<file path="config.mk">
export PLATFORM = sky130hd
export DESIGN_NAME = ahb_lite_single_master_flat
export DESIGN_NICKNAME = d
export VERILOG_FILES = /design/src/rtl/ahb_lite_single_master_if.sv /design/src/rtl/ahb_lite_single_master.sv /design/src/flat_wrapper.sv
export SDC_FILE = /design/constraint.sdc
export NUM_CORES = 1
export LEC_CHECK = 0
export CAP_MARGIN = 20
export CORE_UTILIZATION = 46
export CTS_BUF_LIST = sky130_fd_sc_hd__clkbuf_4 sky130_fd_sc_hd__clkbuf_8
export DETAILED_ROUTE_END_ITERATION = 6
export GPL_TIMING_DRIVEN = 0
export HOLD_SLACK_MARGIN = 0.08
export PLACE_DENSITY = 0.92
export REMOVE_ABC_BUFFERS = 1
export SETUP_SLACK_MARGIN = 0.15
export SLEW_MARGIN = 0
export SYNTH_ARGS = -nofsm -noshare
export SYNTH_HDL_FRONTEND = slang
export SYNTH_SLANG_ARGS = --single-unit
</file>
<file path="constraint.sdc">
create_clock -name HCLK -period 5.9 [get_ports HCLK]
set_input_delay 0.885 -clock HCLK [delete_from_list [all_inputs] [get_ports HCLK]]
set_output_delay 0.885 -clock HCLK [all_outputs]
set_load 0.05 [all_outputs]
</file>
<file path="src/rtl/ahb_lite_single_master_if.sv">
// Bundles the command/response stream and the AHB-Lite bus into one interface.
// Ports:
//   cmd_valid/cmd_ready/cmd_write/cmd_addr/cmd_size/cmd_wdata : command stream.
//   rsp_valid/rsp_error/rsp_rdata                             : per-transfer response.
//   HADDR/HTRANS/HWRITE/HSIZE/HBURST/HPROT/HMASTLOCK/HWDATA    : AHB-Lite master outputs.
//   HREADY/HRESP/HRDATA                                        : AHB-Lite slave returns.
// The master modport is the initiator's view; the slave modport is the requester
// plus interconnect side that drives commands and bus responses.
interface ahb_lite_single_master_if #(
  parameter int unsigned ADDR_WIDTH = 32,
  parameter int unsigned DATA_WIDTH = 32
);
  logic                  cmd_valid;
  logic                  cmd_ready;
  logic                  cmd_write;
  logic [ADDR_WIDTH-1:0] cmd_addr;
  logic [2:0]            cmd_size;
  logic [DATA_WIDTH-1:0] cmd_wdata;

  logic                  rsp_valid;
  logic                  rsp_error;
  logic [DATA_WIDTH-1:0] rsp_rdata;

  logic [ADDR_WIDTH-1:0] HADDR;
  logic [1:0]            HTRANS;
  logic                  HWRITE;
  logic [2:0]            HSIZE;
  logic [2:0]            HBURST;
  logic [3:0]            HPROT;
  logic                  HMASTLOCK;
  logic [DATA_WIDTH-1:0] HWDATA;
  logic                  HREADY;
  logic                  HRESP;
  logic [DATA_WIDTH-1:0] HRDATA;

  modport master (
    input  cmd_valid, cmd_write, cmd_addr, cmd_size, cmd_wdata,
    input  HREADY, HRESP, HRDATA,
    output cmd_ready, rsp_valid, rsp_error, rsp_rdata,
    output HADDR, HTRANS, HWRITE, HSIZE, HBURST, HPROT, HMASTLOCK, HWDATA
  );

  modport slave (
    output cmd_valid, cmd_write, cmd_addr, cmd_size, cmd_wdata,
    output HREADY, HRESP, HRDATA,
    input  cmd_ready, rsp_valid, rsp_error, rsp_rdata,
    input  HADDR, HTRANS, HWRITE, HSIZE, HBURST, HPROT, HMASTLOCK, HWDATA
  );
endinterface

</file>
<file path="src/rtl/ahb_lite_single_master.sv">
// AHB-Lite single-transfer initiator. Turns a valid/ready command stream into
// pipelined NONSEQ SINGLE transfers, absorbs wait states and the two-cycle ERROR
// response, and retries any transfer that was pipelined behind an error.
// Ports:
//   HCLK   : clock, all state on the rising edge.
//   HRESET : asynchronous active-high reset; drops both pipeline stages.
//   bus    : master modport carrying the command stream (cmd_*), the registered
//            one-cycle response (rsp_*), and the AHB-Lite signals (H*).
module ahb_lite_single_master #(
  parameter int unsigned ADDR_WIDTH = 32,
  parameter int unsigned DATA_WIDTH = 32,
  parameter logic [3:0]  HPROT_VAL  = 4'b0011
) (
  input  logic                     HCLK,
  input  logic                     HRESET,
  ahb_lite_single_master_if.master bus
);

  localparam logic [1:0] HTRANS_IDLE   = 2'b00;
  localparam logic [1:0] HTRANS_NONSEQ = 2'b10;
  localparam logic [2:0] HBURST_SINGLE = 3'b000;

  // Address-phase payload held in stage A.
  typedef struct packed {
    logic                  write;
    logic [ADDR_WIDTH-1:0] addr;
    logic [2:0]            size;
    logic [DATA_WIDTH-1:0] wdata;
  } a_payload_t;

  // ERR_HOLD covers the second ERROR cycle, where the pending address must be withdrawn.
  typedef enum logic {ERR_NONE, ERR_HOLD} err_state_t;

  err_state_t            err_state;
  err_state_t            err_state_nxt;
  logic                  err_hold;

  logic                  a_valid;
  a_payload_t            a_q;
  logic                  d_valid;
  logic                  d_write;
  logic [DATA_WIDTH-1:0] d_wdata;

  logic                  rsp_valid_q;
  logic                  rsp_error_q;
  logic [DATA_WIDTH-1:0] rsp_rdata_q;

  logic                  addr_nonseq;
  logic                  addr_done;
  logic                  data_done;
  logic                  accept;

  assign err_hold    = (err_state == ERR_HOLD);
  assign addr_nonseq = a_valid & ~err_hold;
  assign addr_done   = addr_nonseq & bus.HREADY;
  assign data_done   = d_valid & bus.HREADY;

  // A frees up only when its contents leave this very edge; first ERROR cycle blocks it.
  assign bus.cmd_ready = ~a_valid | (bus.HREADY & ~err_hold & ~(d_valid & bus.HRESP));
  assign accept        = bus.cmd_valid & bus.cmd_ready;

  // Error tracking state register.
  always_ff @(posedge HCLK or posedge HRESET) begin
    if (HRESET) begin
      err_state <= ERR_NONE;
    end else begin
      err_state <= err_state_nxt;
    end
  end

  // Error tracking next state.
  always_comb begin
    err_state_nxt = err_state;
    case (err_state)
      ERR_NONE: if (d_valid && bus.HRESP && !bus.HREADY) err_state_nxt = ERR_HOLD;
      ERR_HOLD: if (bus.HREADY) err_state_nxt = ERR_NONE;
      default:  err_state_nxt = ERR_NONE;
    endcase
  end

  // Stage A: loads on accept, empties when its address phase completes.
  always_ff @(posedge HCLK or posedge HRESET) begin
    if (HRESET) begin
      a_valid <= 1'b0;
      a_q     <= '0;
    end else if (accept) begin
      a_valid     <= 1'b1;
      a_q.write   <= bus.cmd_write;
      a_q.addr    <= bus.cmd_addr;
      a_q.size    <= bus.cmd_size;
      a_q.wdata   <= bus.cmd_wdata;
    end else if (addr_done) begin
      a_valid <= 1'b0;
    end
  end

  // Stage D: refilled from A or emptied when the data phase completes.
  always_ff @(posedge HCLK or posedge HRESET) begin
    if (HRESET) begin
      d_valid <= 1'b0;
      d_write <= 1'b0;
      d_wdata <= '0;
    end else if (addr_done) begin
      d_valid <= 1'b1;
      d_write <= a_q.write;
      d_wdata <= a_q.wdata;
    end else if (data_done) begin
      d_valid <= 1'b0;
    end
  end

  // Registered response, one pulse per completed data phase.
  always_ff @(posedge HCLK or posedge HRESET) begin
    if (HRESET) begin
      rsp_valid_q <= 1'b0;
      rsp_error_q <= 1'b0;
      rsp_rdata_q <= '0;
    end else begin
      rsp_valid_q <= data_done;
      rsp_error_q <= data_done & bus.HRESP;
      rsp_rdata_q <= (data_done && !d_write && !bus.HRESP) ? bus.HRDATA : '0;
    end
  end

  assign bus.HTRANS    = addr_nonseq ? HTRANS_NONSEQ : HTRANS_IDLE;
  assign bus.HADDR     = a_q.addr;
  assign bus.HWRITE    = a_q.write;
  assign bus.HSIZE     = a_q.size;
  assign bus.HBURST    = HBURST_SINGLE;
  assign bus.HPROT     = HPROT_VAL;
  assign bus.HMASTLOCK = 1'b0;
  assign bus.HWDATA    = (d_valid && d_write) ? d_wdata : '0;

  assign bus.rsp_valid = rsp_valid_q;
  assign bus.rsp_error = rsp_error_q;
  assign bus.rsp_rdata = rsp_rdata_q;

endmodule

</file>
<file path="src/flat_wrapper.sv">
// flat-port wrapper written by rule: the top's interface ports become plain ports
module ahb_lite_single_master_flat 
#(
  parameter int unsigned ADDR_WIDTH = 32,
  parameter int unsigned DATA_WIDTH = 32,
  parameter logic [3:0]  HPROT_VAL  = 4'b0011
)
  (HCLK, HRESET, bus_cmd_valid, bus_cmd_write, bus_cmd_addr, bus_cmd_size, bus_cmd_wdata, bus_HREADY, bus_HRESP, bus_HRDATA, bus_cmd_ready, bus_rsp_valid, bus_rsp_error, bus_rsp_rdata, bus_HADDR, bus_HTRANS, bus_HWRITE, bus_HSIZE, bus_HBURST, bus_HPROT, bus_HMASTLOCK, bus_HWDATA);
  ahb_lite_single_master_if #(.ADDR_WIDTH(ADDR_WIDTH), .DATA_WIDTH(DATA_WIDTH)) bus_i ();
  input  logic HCLK;
  input  logic HRESET;
  input wire logic [$bits(bus_i.cmd_valid)-1:0] bus_cmd_valid;
  input wire logic [$bits(bus_i.cmd_write)-1:0] bus_cmd_write;
  input wire logic [$bits(bus_i.cmd_addr)-1:0] bus_cmd_addr;
  input wire logic [$bits(bus_i.cmd_size)-1:0] bus_cmd_size;
  input wire logic [$bits(bus_i.cmd_wdata)-1:0] bus_cmd_wdata;
  input wire logic [$bits(bus_i.HREADY)-1:0] bus_HREADY;
  input wire logic [$bits(bus_i.HRESP)-1:0] bus_HRESP;
  input wire logic [$bits(bus_i.HRDATA)-1:0] bus_HRDATA;
  output wire logic [$bits(bus_i.cmd_ready)-1:0] bus_cmd_ready;
  output wire logic [$bits(bus_i.rsp_valid)-1:0] bus_rsp_valid;
  output wire logic [$bits(bus_i.rsp_error)-1:0] bus_rsp_error;
  output wire logic [$bits(bus_i.rsp_rdata)-1:0] bus_rsp_rdata;
  output wire logic [$bits(bus_i.HADDR)-1:0] bus_HADDR;
  output wire logic [$bits(bus_i.HTRANS)-1:0] bus_HTRANS;
  output wire logic [$bits(bus_i.HWRITE)-1:0] bus_HWRITE;
  output wire logic [$bits(bus_i.HSIZE)-1:0] bus_HSIZE;
  output wire logic [$bits(bus_i.HBURST)-1:0] bus_HBURST;
  output wire logic [$bits(bus_i.HPROT)-1:0] bus_HPROT;
  output wire logic [$bits(bus_i.HMASTLOCK)-1:0] bus_HMASTLOCK;
  output wire logic [$bits(bus_i.HWDATA)-1:0] bus_HWDATA;
  assign bus_i.cmd_valid = bus_cmd_valid;
  assign bus_i.cmd_write = bus_cmd_write;
  assign bus_i.cmd_addr = bus_cmd_addr;
  assign bus_i.cmd_size = bus_cmd_size;
  assign bus_i.cmd_wdata = bus_cmd_wdata;
  assign bus_i.HREADY = bus_HREADY;
  assign bus_i.HRESP = bus_HRESP;
  assign bus_i.HRDATA = bus_HRDATA;
  assign bus_cmd_ready = bus_i.cmd_ready;
  assign bus_rsp_valid = bus_i.rsp_valid;
  assign bus_rsp_error = bus_i.rsp_error;
  assign bus_rsp_rdata = bus_i.rsp_rdata;
  assign bus_HADDR = bus_i.HADDR;
  assign bus_HTRANS = bus_i.HTRANS;
  assign bus_HWRITE = bus_i.HWRITE;
  assign bus_HSIZE = bus_i.HSIZE;
  assign bus_HBURST = bus_i.HBURST;
  assign bus_HPROT = bus_i.HPROT;
  assign bus_HMASTLOCK = bus_i.HMASTLOCK;
  assign bus_HWDATA = bus_i.HWDATA;
  ahb_lite_single_master #(.ADDR_WIDTH(ADDR_WIDTH), .DATA_WIDTH(DATA_WIDTH), .HPROT_VAL(HPROT_VAL)) u_core (.HCLK(HCLK), .HRESET(HRESET), .bus(bus_i));
endmodule
</file>
# Yosys cells after proc, flatten, opt, wreduce, memory -nomap -nowiden
# Index checks and enable logic that the tools add are counted.
[totals] wordCells=44 regBits=138 in_bits=105 output_inout_bits=113
[classes] reduce_logical=10 muxes=10 n_bitwise=12
[op_table] operator="$mux 32" n=2
[op_table] operator="$and 1x1->1" n=8
[op_table] operator="$mux 1" n=6
[op_table] operator="$logic_and 1x1->1" n=5
[op_table] operator="$reduce_bool 2->1" n=2
[op_table] operator="$logic_not 1->1" n=3
[op_table] operator="$not 1->1" n=3
[op_table] operator="$mux 2" n=1
[op_table] operator="$pmux 1 s2" n=1
[op_table] operator="$or 1x1->1" n=1

# Depth between registers and ports, before layout
# Gate-level depths: netlist of the first run.
[depth] ltp_word=6 mapped_depth=7

# Worst setup path after synthesis of the first run
# OpenSTA, ideal clock, no wires.
[synth_timing] path_type="in2out" start="input port bus_HRESP" end="output port bus_cmd_ready" required_ns=5.015 slack_ns=3.243 stages=5 t_arrival_ns=1.772 path_cell_list="and2_4 -> o21a_1 -> buf_6 -> buf_6 -> inv_1"
[synth_between] elab_chain_len=4
[synth_lines] element="start: declaration" line_no="flat_wrapper.sv:18" rtl="input wire logic [$bits(bus_i.HRESP)-1:0] bus_HRESP;"
[synth_lines] element="$and 1x1->1" line_no="ahb_lite_single_master.sv:59" rtl="assign bus.cmd_ready = ~a_valid | (bus.HREADY & ~err_hold & ~(d_valid & bus.HRESP));"
[synth_lines] element="$not 1->1" line_no="ahb_lite_single_master.sv:59"
[synth_lines] element="$and 1x1->1" line_no="ahb_lite_single_master.sv:59"
[synth_lines] element="$or 1x1->1" line_no="ahb_lite_single_master.sv:59"
[synth_lines] element="end: declaration" line_no="flat_wrapper.sv:20" rtl="output wire logic [$bits(bus_i.cmd_ready)-1:0] bus_cmd_ready;"
# No other way between the ends.

# Final worst setup path of the first run
[layout_timing] start="register u_core.d_valid" end="output port bus_cmd_ready"
[layout_between] elab_chain_len=4
[layout_lines] element="start: declaration" line_no="ahb_lite_single_master.sv:40" rtl="logic d_valid;"
[layout_lines] element="start signal: assignment" line_no="ahb_lite_single_master.sv:100" rtl="d_valid <= 1'b0;"
[layout_lines] element="start signal: assignment" line_no="ahb_lite_single_master.sv:104" rtl="d_valid <= 1'b1;"
[layout_lines] element="start signal: assignment" line_no="ahb_lite_single_master.sv:108" rtl="d_valid <= 1'b0;"
[layout_lines] element="$and 1x1->1" line_no="ahb_lite_single_master.sv:59"
[layout_lines] element="$not 1->1" line_no="ahb_lite_single_master.sv:59"
[layout_lines] element="$and 1x1->1" line_no="ahb_lite_single_master.sv:59"
[layout_lines] element="$or 1x1->1" line_no="ahb_lite_single_master.sv:59"
# No other way between the ends.

==> reports/qor.txt, run 1 <==
Iter 0 DRT Violations: 251
first-pass GRT wire length: 23,190 um
crit path kind: reg2out
DIE WIDTH: 115.1 um
Compound-Gate Fraction of Synth Area: 7.522%
f_max: 234.1 MHz
final antenna diode count: 0
post-detail-place hpwl: 10,230 um
Cell Pwr Density: 390.4 nW/um2
Leak: 0.003749 uW
Flop pwr share: 42.6%
Arr. time, crit path: 3390 ps
VDD IR max: 0.2520 mV
Reg clk slew, reported paths: 70 ps
Remaining DRCs: 0
CTS tree: built
TritonCTS buffer count: 17
Synth Area in Adders: 0%
synthesis-to-layout area growth: 38.36%
largest family of logic cells by synthesized area: simple AND/OR/NAND/NOR gates
cell taking the most area after synthesis: dfrtp_1
Max Cap Viol: 0
Clock power frac: 21.2%
Post CTS Setup Buffer Count: 0
worst setup path end: bus_cmd_ready
top cells by count, synth: 138 x dfrtp_1, 137 x nand2_1, 68 x o22ai_1, 49 x buf_4
main flop type after synthesis: dfrtp_1
Die Y: 115.1 um
GPL Wtd Cong: 0.7210
Final period util: 72.41%
Seq cells post-synth: 138
Starting Density: 48.02%
EDFF count, synth: 0
R2R depth: 4
crit start category: flop
GRT overflow: 0
Ys Warns: 0
final hold vios: 0
Core Area: 12,260 um2
CTS resizes: 0
XOR/XNOR Fraction of Synth Area: 0%
vias in the first global route: 4,761
share of cells above drive strength 1: 11.08%
filler cell count in the final layout: 917
fin nets: 808
fin crit period: 4272 ps
Syn Area/Cell: 10.74 um2
Area contributors post-synth: dfrtp_1 59%, nand2_1 8.7%, o22ai_1 7.2%
Clock Latency Late Sink: 440 ps
Die ar.: 13,260 um2
Antenna Nets Post-Route: 0
Netlist Area Pre-Place: 5888 um2
vias: 4,490
R2R Setup Slk: 3440 ps
crit path launch: u_core.d_valid
clock root buffer: clkbuf_8
slew margin rel.: 30.27%
outcome: completed
Least-Margin Pin Slew: 1046 ps
Final Skew: 8.484 ps
mux contribution to synthesized area: 6.311%
sequential area share after synthesis: 58.65%
Post-Synth Simple-Gate Area: 17.06%
hold path start: u_core.d_wdata[14]
CTS HTree Levels: 4
CP max FO: 41
Sw Ratio: 37.21%
Hold Path Class: reg2reg
initial antenna violation count: 0
FF-to-FF End: u_core.bus.HADDR[2]
CTS Buffer Depth: 2
vias per cell: 5.096
FP Rows: 40
Post-Route WL: 14,510 um
Netlist cell types: 24
reg2reg start: u_core.d_valid
All-Layer GR Usage: 23.19%
RSZ-0062 raised after global routing: false
switching power: 1183 uW
Routed WL per cell: 16.47 um
worst path required time: 5020 ps
Final Util: 66.44%
drt pass-1 iters: 4
TritonCTS Sinks: 138
Gate power share: 36.2%
final setup vio count: 0
Worst Setup End Kind: output pin
input/output buffers: 208
Syn Inst Count: 548
top-area cell type share of the netlist area: 58.65%
Power Internal: 1997 uW
ys async rst share: 100.0%
largest net degree at the start of global routing: 74
CTS Hold Bufs: 0
max-slew violations: 0
top-count cell post-synth: dfrtp_1
top-level port count: 218
Fin Hold WS: 497.3 ps
-- power groups by stage --
stage | clock network [uW] | registers (uW) | logic (uW)
detailed placement | 0 | 1370 | 1160
floorplan | 0 | 1570 | 485
CTS | 689 | 1350 | 1160
global route | 731 | 1380 | 1220
global placement | 0 | 1350 | 1100
finish | 673 | 1350 | 1150
-- sequential cells by signal, indices dropped and copies added, names as in the netlist --
name                  count
u_core.err_hold           1
u_core.bus.HSIZE          3
u_core.d_wdata           32
u_core.a_valid            1
u_core.bus.HWRITE         1
u_core.d_write            1
u_core.bus.HADDR         32
u_core.bus.rsp_rdata     32
u_core.bus.rsp_error      1
u_core.a_q               32
u_core.bus.rsp_valid      1
u_core.d_valid            1
-- per-layer routing --
layer | global-route usage [%] | vias up | wire length, um
met2 | 41.65 | 173 | 7869
met1 | 25.30 | 2211 | 5465
met3 | 7.380 | 25 | 890
met5 | 0 | - | 0
li1 | - | 2081 | -
met4 | 9.524 | 0 | 283
-- cell usage in the layout, fill, tap and decap left out, drive strengths merged, types with 4 or more instances in the layout --
master,count
nand2,137
buf,10
and3,33
conb,9
inv,4
o22ai,68
clkdlybuf4s50,207
dfrtp,138
and2,34
clkbuf,26
mux2,33
-- per-stage QoR --
step / worst slack (ps) / instance area (um2) / total power (uW) / setup TNS (ps) / std cells
after global placement: -179.3 / 7614 / 2450 / -33050 / 843
final: 1628 / 8147 / 3180 / 0 / 881
after detailed placement: 1740 / 7805 / 2527 / 0 / 852
after global routing: 1399 / 8147 / 3332 / 0 / 881
after CTS: 1531 / 8147 / 3205 / 0 / 881
after floorplan: 1319 / 5321 / 2055 / 0 / 467
-- area by class of cell --
cell class	count	area (um2)	share of cell area, %
Multi-Input combinational cell	325	1857	22.79
Timing Repair Buffer	217	2265	27.80
Tap cell	168	210.2	2.580
Clock buffer	26	326.6	4.009
Clock inverter	3	15.01	0.1843
Sequential cell	138	3453	42.39
Inverter	4	20.02	0.2457
-- worst max-delay path, cell delays in order, from the launching register on --
cell,delay [ps]
dfrtp_1,1000
and2_4,310
o21a_2,590
buf_12,280
inv_1,60
clkdlybuf4s50_1,690
-- kinds of logic after synthesis --
family	count (synthesis)
AND/OR/NAND/NOR	212
flip-flops	138
buffers and inverters	92
AO/OA/AOI/OAI	71
multiplexers	33
other	2
-- worst min path at each step --
stage	end	slack, ps	cells after the start
final	u_core.d_wdata[14]	500	1
after detailed placement	u_core.d_wdata[14]	480	1
after global placement	u_core.d_wdata[8]	480	1
after global routing	u_core.d_wdata[27]	510	1
after CTS	u_core.d_wdata[14]	500	1
after floorplan	u_core.d_wdata[0]	470	1
No activity file was read; power rests on OpenSTA's default activity.
==> run 2, diff against run 1 <==
--- a/config.mk
+++ b/config.mk
@@ -6,12 +6,12 @@
 export NUM_CORES = 1
 export LEC_CHECK = 0
 export CAP_MARGIN = 20
-export CORE_UTILIZATION = 46
+export CORE_UTILIZATION = 42
 export CTS_BUF_LIST = sky130_fd_sc_hd__clkbuf_4 sky130_fd_sc_hd__clkbuf_8
 export DETAILED_ROUTE_END_ITERATION = 6
 export GPL_TIMING_DRIVEN = 0
 export HOLD_SLACK_MARGIN = 0.08
-export PLACE_DENSITY = 0.92
+export PLACE_DENSITY = 0.88
 export REMOVE_ABC_BUFFERS = 1
 export SETUP_SLACK_MARGIN = 0.15
 export SLEW_MARGIN = 0
==> constraint.sdc (replaced) <==
create_clock -name HCLK -period 3.8 [get_ports HCLK]
set_input_delay 0.57 -clock HCLK [delete_from_list [all_inputs] [get_ports HCLK]]
set_output_delay 0.57 -clock HCLK [all_outputs]
set_load 0.05 [all_outputs]
==> reports/qor.txt, run 2 (synthesis gave the netlist of run 1 again) <==
Sw Ratio: 35.47%
VDD IR max: 0.3098 mV
crit path kind: reg2out
vias: 4,378
fin nets: 806
max-slew violations: 0
hold path start: u_core.d_wdata[3]
Starting Density: 43.77%
switching power: 1822 uW
synthesis-to-layout area growth: 39.61%
Core Area: 13,450 um2
Die ar.: 14,500 um2
Reg clk slew, reported paths: 70 ps
Clock power frac: 25.0%
share of cells above drive strength 1: 11.22%
Final Skew: 9.796 ps
post-detail-place hpwl: 9264 um
vias in the first global route: 4,482
Die Y: 120.4 um
Final period util: 89.39%
worst path required time: 3230 ps
Placement Setup Slack: 302.0 ps
Iter 0 DRT Violations: 274
top-level port count: 218
DP Area: 7772 um2
fin area: 8220 um2
largest net degree at the start of global routing: 80
Worst Setup End Kind: output pin
Power Internal: 3315 uW
CTS Hold Bufs: 0
CTS Buffer Depth: 2
most frequent cells in the layout: 207 x clkdlybuf4s50_1, 137 x nand2_1, 137 x dfrtp_1
Post-Route WL: 14,020 um
CP delay by family, top: buffers and inverters
vias per cell: 4.925
final antenna diode count: 0
input/output buffers: 208
Flop pwr share: 40.7%
outcome: completed
most common cell after layout, fill and taps aside: clkdlybuf4s50_1
DIE WIDTH: 120.4 um
Leak: 0.003773 uW
FP Rows: 42
crit start category: flop
setup ws final: 403.1 ps
Max Cap Viol: 0
crit-path cells: and2_4 > o21a_4 > buf_12 > inv_1 > clkdlybuf4s50_1
slew margin rel.: 30.34%
Clock Latency Late Sink: 430 ps
reg2reg start: u_core.d_valid
TritonCTS buffer count: 17
Least-Margin Pin Slew: 1045 ps
final setup vio count: 0
GRT overflow: 0
TritonCTS Sinks: 138
Routed WL per cell: 15.76 um
f_max: 294.4 MHz
final hold vios: 0
crit path launch: u_core.d_valid
Cell Pwr Density: 625.0 nW/um2
Hold Path Class: reg2reg
Buf/Inv on CP: 3
Arr. time, crit path: 2830 ps
first-pass GRT wire length: 22,860 um
fin crit period: 3397 ps
Final Util: 61.10%
Antenna Nets Post-Route: 0
clock root buffer: clkbuf_8
Remaining DRCs: 0
initial antenna violation count: 0
slowest stage delay, CP: 730 ps
GPL Wtd Cong: 0.7360
drt pass-1 iters: 4
CP max FO: 46
RSZ-0062 raised after global routing: false
CTS tree: built
CP max-delay cell: dfrtp_2
Setup TNS: 0 ps
CTS HTree Levels: 4
All-Layer GR Usage: 20.43%
Gate power share: 34.3%
## run 2: area by class of cell
type                            instances  area, um2
Timing Repair Buffer                  215       2222
Tap cell                              176      220.2
Fill cell                            1108       5233
Clock inverter                          6      108.9
Multi-Input combinational cell        325       1863
Sequential cell                       138       3455
Inverter                                4      20.02
Clock buffer                           25      331.6
## run 2: timing repair
action | in CTS | in global routing
resized for setup | 1 | 1
setup buffers | 0 | 0
setup endpoints to repair | 1 | 1
## run 2: worst paths after layout
check	end	slack (ps)	cells past startpoint
worst max-delay path	bus_cmd_ready	400	5
worst min-delay path	u_core.d_wdata[3]	500	1
worst max register to register	u_core.a_q[23]	1570	4
worst min register to register	u_core.d_wdata[3]	500	1
max in group asynchronous	u_core.d_wdata[25]	2440	3
min in group asynchronous	u_core.bus.rsp_rdata[5]	580	2
## run 2: routing by layer
| layer | up-vias | share of wire [%] | track usage (%) |
|---|---|---|---|
| li1 | 2078 | - | - |
| met1 | 2146 | 41 | 25.34 |
| met2 | 136 | 51 | 34.05 |
| met3 | 18 | 5.5 | 5.094 |
| met4 | 0 | 1.8 | 8.333 |
| met5 | - | 0 | 0 |
## run 2: metrics by stage
| step | cells | hold WS, ps | total power (uW) |
|---|---|---|---|
| final | 889 | 498.4 | 5138 |
| after global routing | 889 | 509.8 | 5397 |
| after CTS | 889 | 500.1 | 5184 |
| after detailed placement | 858 | 484.1 | 3883 |
| after global placement | 851 | 478.7 | 3818 |
| after floorplan | 467 | 470.8 | 3191 |
## run 2: power by group through the flow
stage	registers (uW)	clock network, uW	logic (uW)
floorplan	2440	0	753
global placement	2100	0	1720
detailed placement	2110	0	1770
CTS	2090	1320	1780
global route	2150	1380	1870
finish	2090	1280	1760
==> run 3, diff against run 2 <==
--- a/config.mk
+++ b/config.mk
@@ -9,7 +9,6 @@
 export CORE_UTILIZATION = 42
 export CTS_BUF_LIST = sky130_fd_sc_hd__clkbuf_4 sky130_fd_sc_hd__clkbuf_8
 export DETAILED_ROUTE_END_ITERATION = 6
-export GPL_TIMING_DRIVEN = 0
 export HOLD_SLACK_MARGIN = 0.08
 export PLACE_DENSITY = 0.88
 export REMOVE_ABC_BUFFERS = 1
==> reports/qor.txt, run 3 (synthesis gave the netlist of run 1 again) <==
outcome: completed
VDD IR max: 0.3491 mV
Final period util: 82.81%
CTS resizes: 0
Routed WL per cell: 16.48 um
CP max FO: 34
share of cells above drive strength 1: 10.96%
Final Skew: 4.271 ps
initial antenna violation count: 0
GRT overflow: 0
CTS HTree Levels: 4
slowest stage delay, CP: 1020 ps
input/output buffers: 208
Hold Path Class: in2reg
largest net degree at the start of global routing: 72
RSZ-0062 raised after global routing: false
fin crit period: 3147 ps
Iter 0 DRT Violations: 279
vias in the first global route: 4,545
post-detail-place hpwl: 9350 um
GPL Wtd Cong: 0.7302
Cell Pwr Density: 619.2 nW/um2
CP delay by family, top: flip-flops
vias per cell: 4.995
first-pass GRT wire length: 23,650 um
Least-Margin Pin Slew: 1026 ps
Remaining DRCs: 0
Reg clk slew, reported paths: 70 ps
Buf/Inv on CP: 1
CTS Hold Bufs: 0
crit path kind: reg2out
crit-path cells: and3_1 > clkdlybuf4s50_1
Post-Route WL: 14,640 um
max-slew violations: 0
most common cell after layout, fill and taps aside: clkdlybuf4s50_1
Core Area: 13,450 um2
TritonCTS buffer count: 17
Setup TNS: 0 ps
crit start category: flop
final setup vio count: 0
Layout Cells excl Fill: 888
most frequent cells in the layout: 207 x clkdlybuf4s50_1, 138 x dfrtp_1, 137 x nand2_1
Arr. time, crit path: 2580 ps
Max Cap Viol: 0
Pwr Total: 4996 uW
All-Layer GR Usage: 21.42%
Worst Setup End Kind: output pin
Antenna Nets Post-Route: 0
Die Y: 120.4 um
TritonCTS Sinks: 138
Leak: 0.003715 uW
synthesis-to-layout area growth: 37.04%
Placed Cells: 858
FP Rows: 42
clock root buffer: clkbuf_8
drt pass-1 iters: 4
Starting Density: 43.77%
top-level port count: 218
Clock Latency Late Sink: 440 ps
CTS Buffer Depth: 2
CP max-delay cell: dfrtp_1
Die ar.: 14,500 um2
CTS tree: built
vias: 4,436
final antenna diode count: 0
DIE WIDTH: 120.4 um
f_max: 317.8 MHz
slew margin rel.: 31.57%
final hold vios: 0
fin nets: 806
worst path required time: 3230 ps
Post CTS Setup Buffer Count: 0
-- run 3: cell count changes in the layout (fill, tap and decap cells not counted) --
cell,delta
clkinv_4,-1
buf_16,-2
clkbuf_8,-2
buf_4,+6
o21a_4,-1
bufinv_16,-2
buf_8,-2
dfrtp_2,-1
clkinv_2,-1
dfrtp_1,+1
o21a_2,+1
buf_12,-2
clkbuf_4,+5
-- run 3: stage by stage --
stage	hold slack [ps]	area [um2]	util [%]	setup WS, ps
after floorplan	470.8	5321	-	-466.2
after global placement	479.3	7692	57.18	832.3
after detailed placement	484.9	7692	57.18	805.8
after CTS	446.7	8069	59.98	647.7
after global routing	459.7	8069	59.98	529.1
final	484.7	8069	59.98	653.3
-- run 3: worst min-delay path: stages --
cell	delay [ps]
buf_2	150
inv_2	90
o21ai_1	70
-- run 3: path summary, 6_finish.rpt --
kind / to / cells after the start / slack [ps] / startpoint
worst min-delay path: u_core.a_valid / 3 / 480 / bus_cmd_valid
worst max-delay path: bus_HWDATA[27] / 2 / 650 / u_core.d_write
min in group asynchronous: u_core.bus.rsp_rdata[22] / 2 / 620 / HRESET
worst max register to register: u_core.a_q[31] / 4 / 1670 / u_core.d_valid
max in group asynchronous: u_core.d_wdata[14] / 3 / 2420 / HRESET
worst min register to register: u_core.d_wdata[7] / 1 / 500 / u_core.d_wdata[7]
-- run 3: metal layers --
metal  GRT usage (%)  wire, um  up-vias
met4           8.873       308        0
met1           25.72      5915     2178
met3           6.038       839       22
met2           36.14      7574      161
li1                -         -     2075
met5               0         0        -
-- run 3: report_power, final --
group / total (uW) / switching [uW] / internal, uW
logic: 1750 / 1070 / 686
registers: 2100 / 252 / 1850
clock network: 1140 / 513 / 631
total: 5000 / 1830 / 3160
-- run 3: final cells by class --
cell class	instances	area, um2
clock inverters	2	35.03
multi-input cells	325	1857
clock buffers	28	341.6
flip-flops and latches	138	3453
inverters	4	20.02
repair buffers	215	2142
fillers	1131	5384
well taps	176	220.2
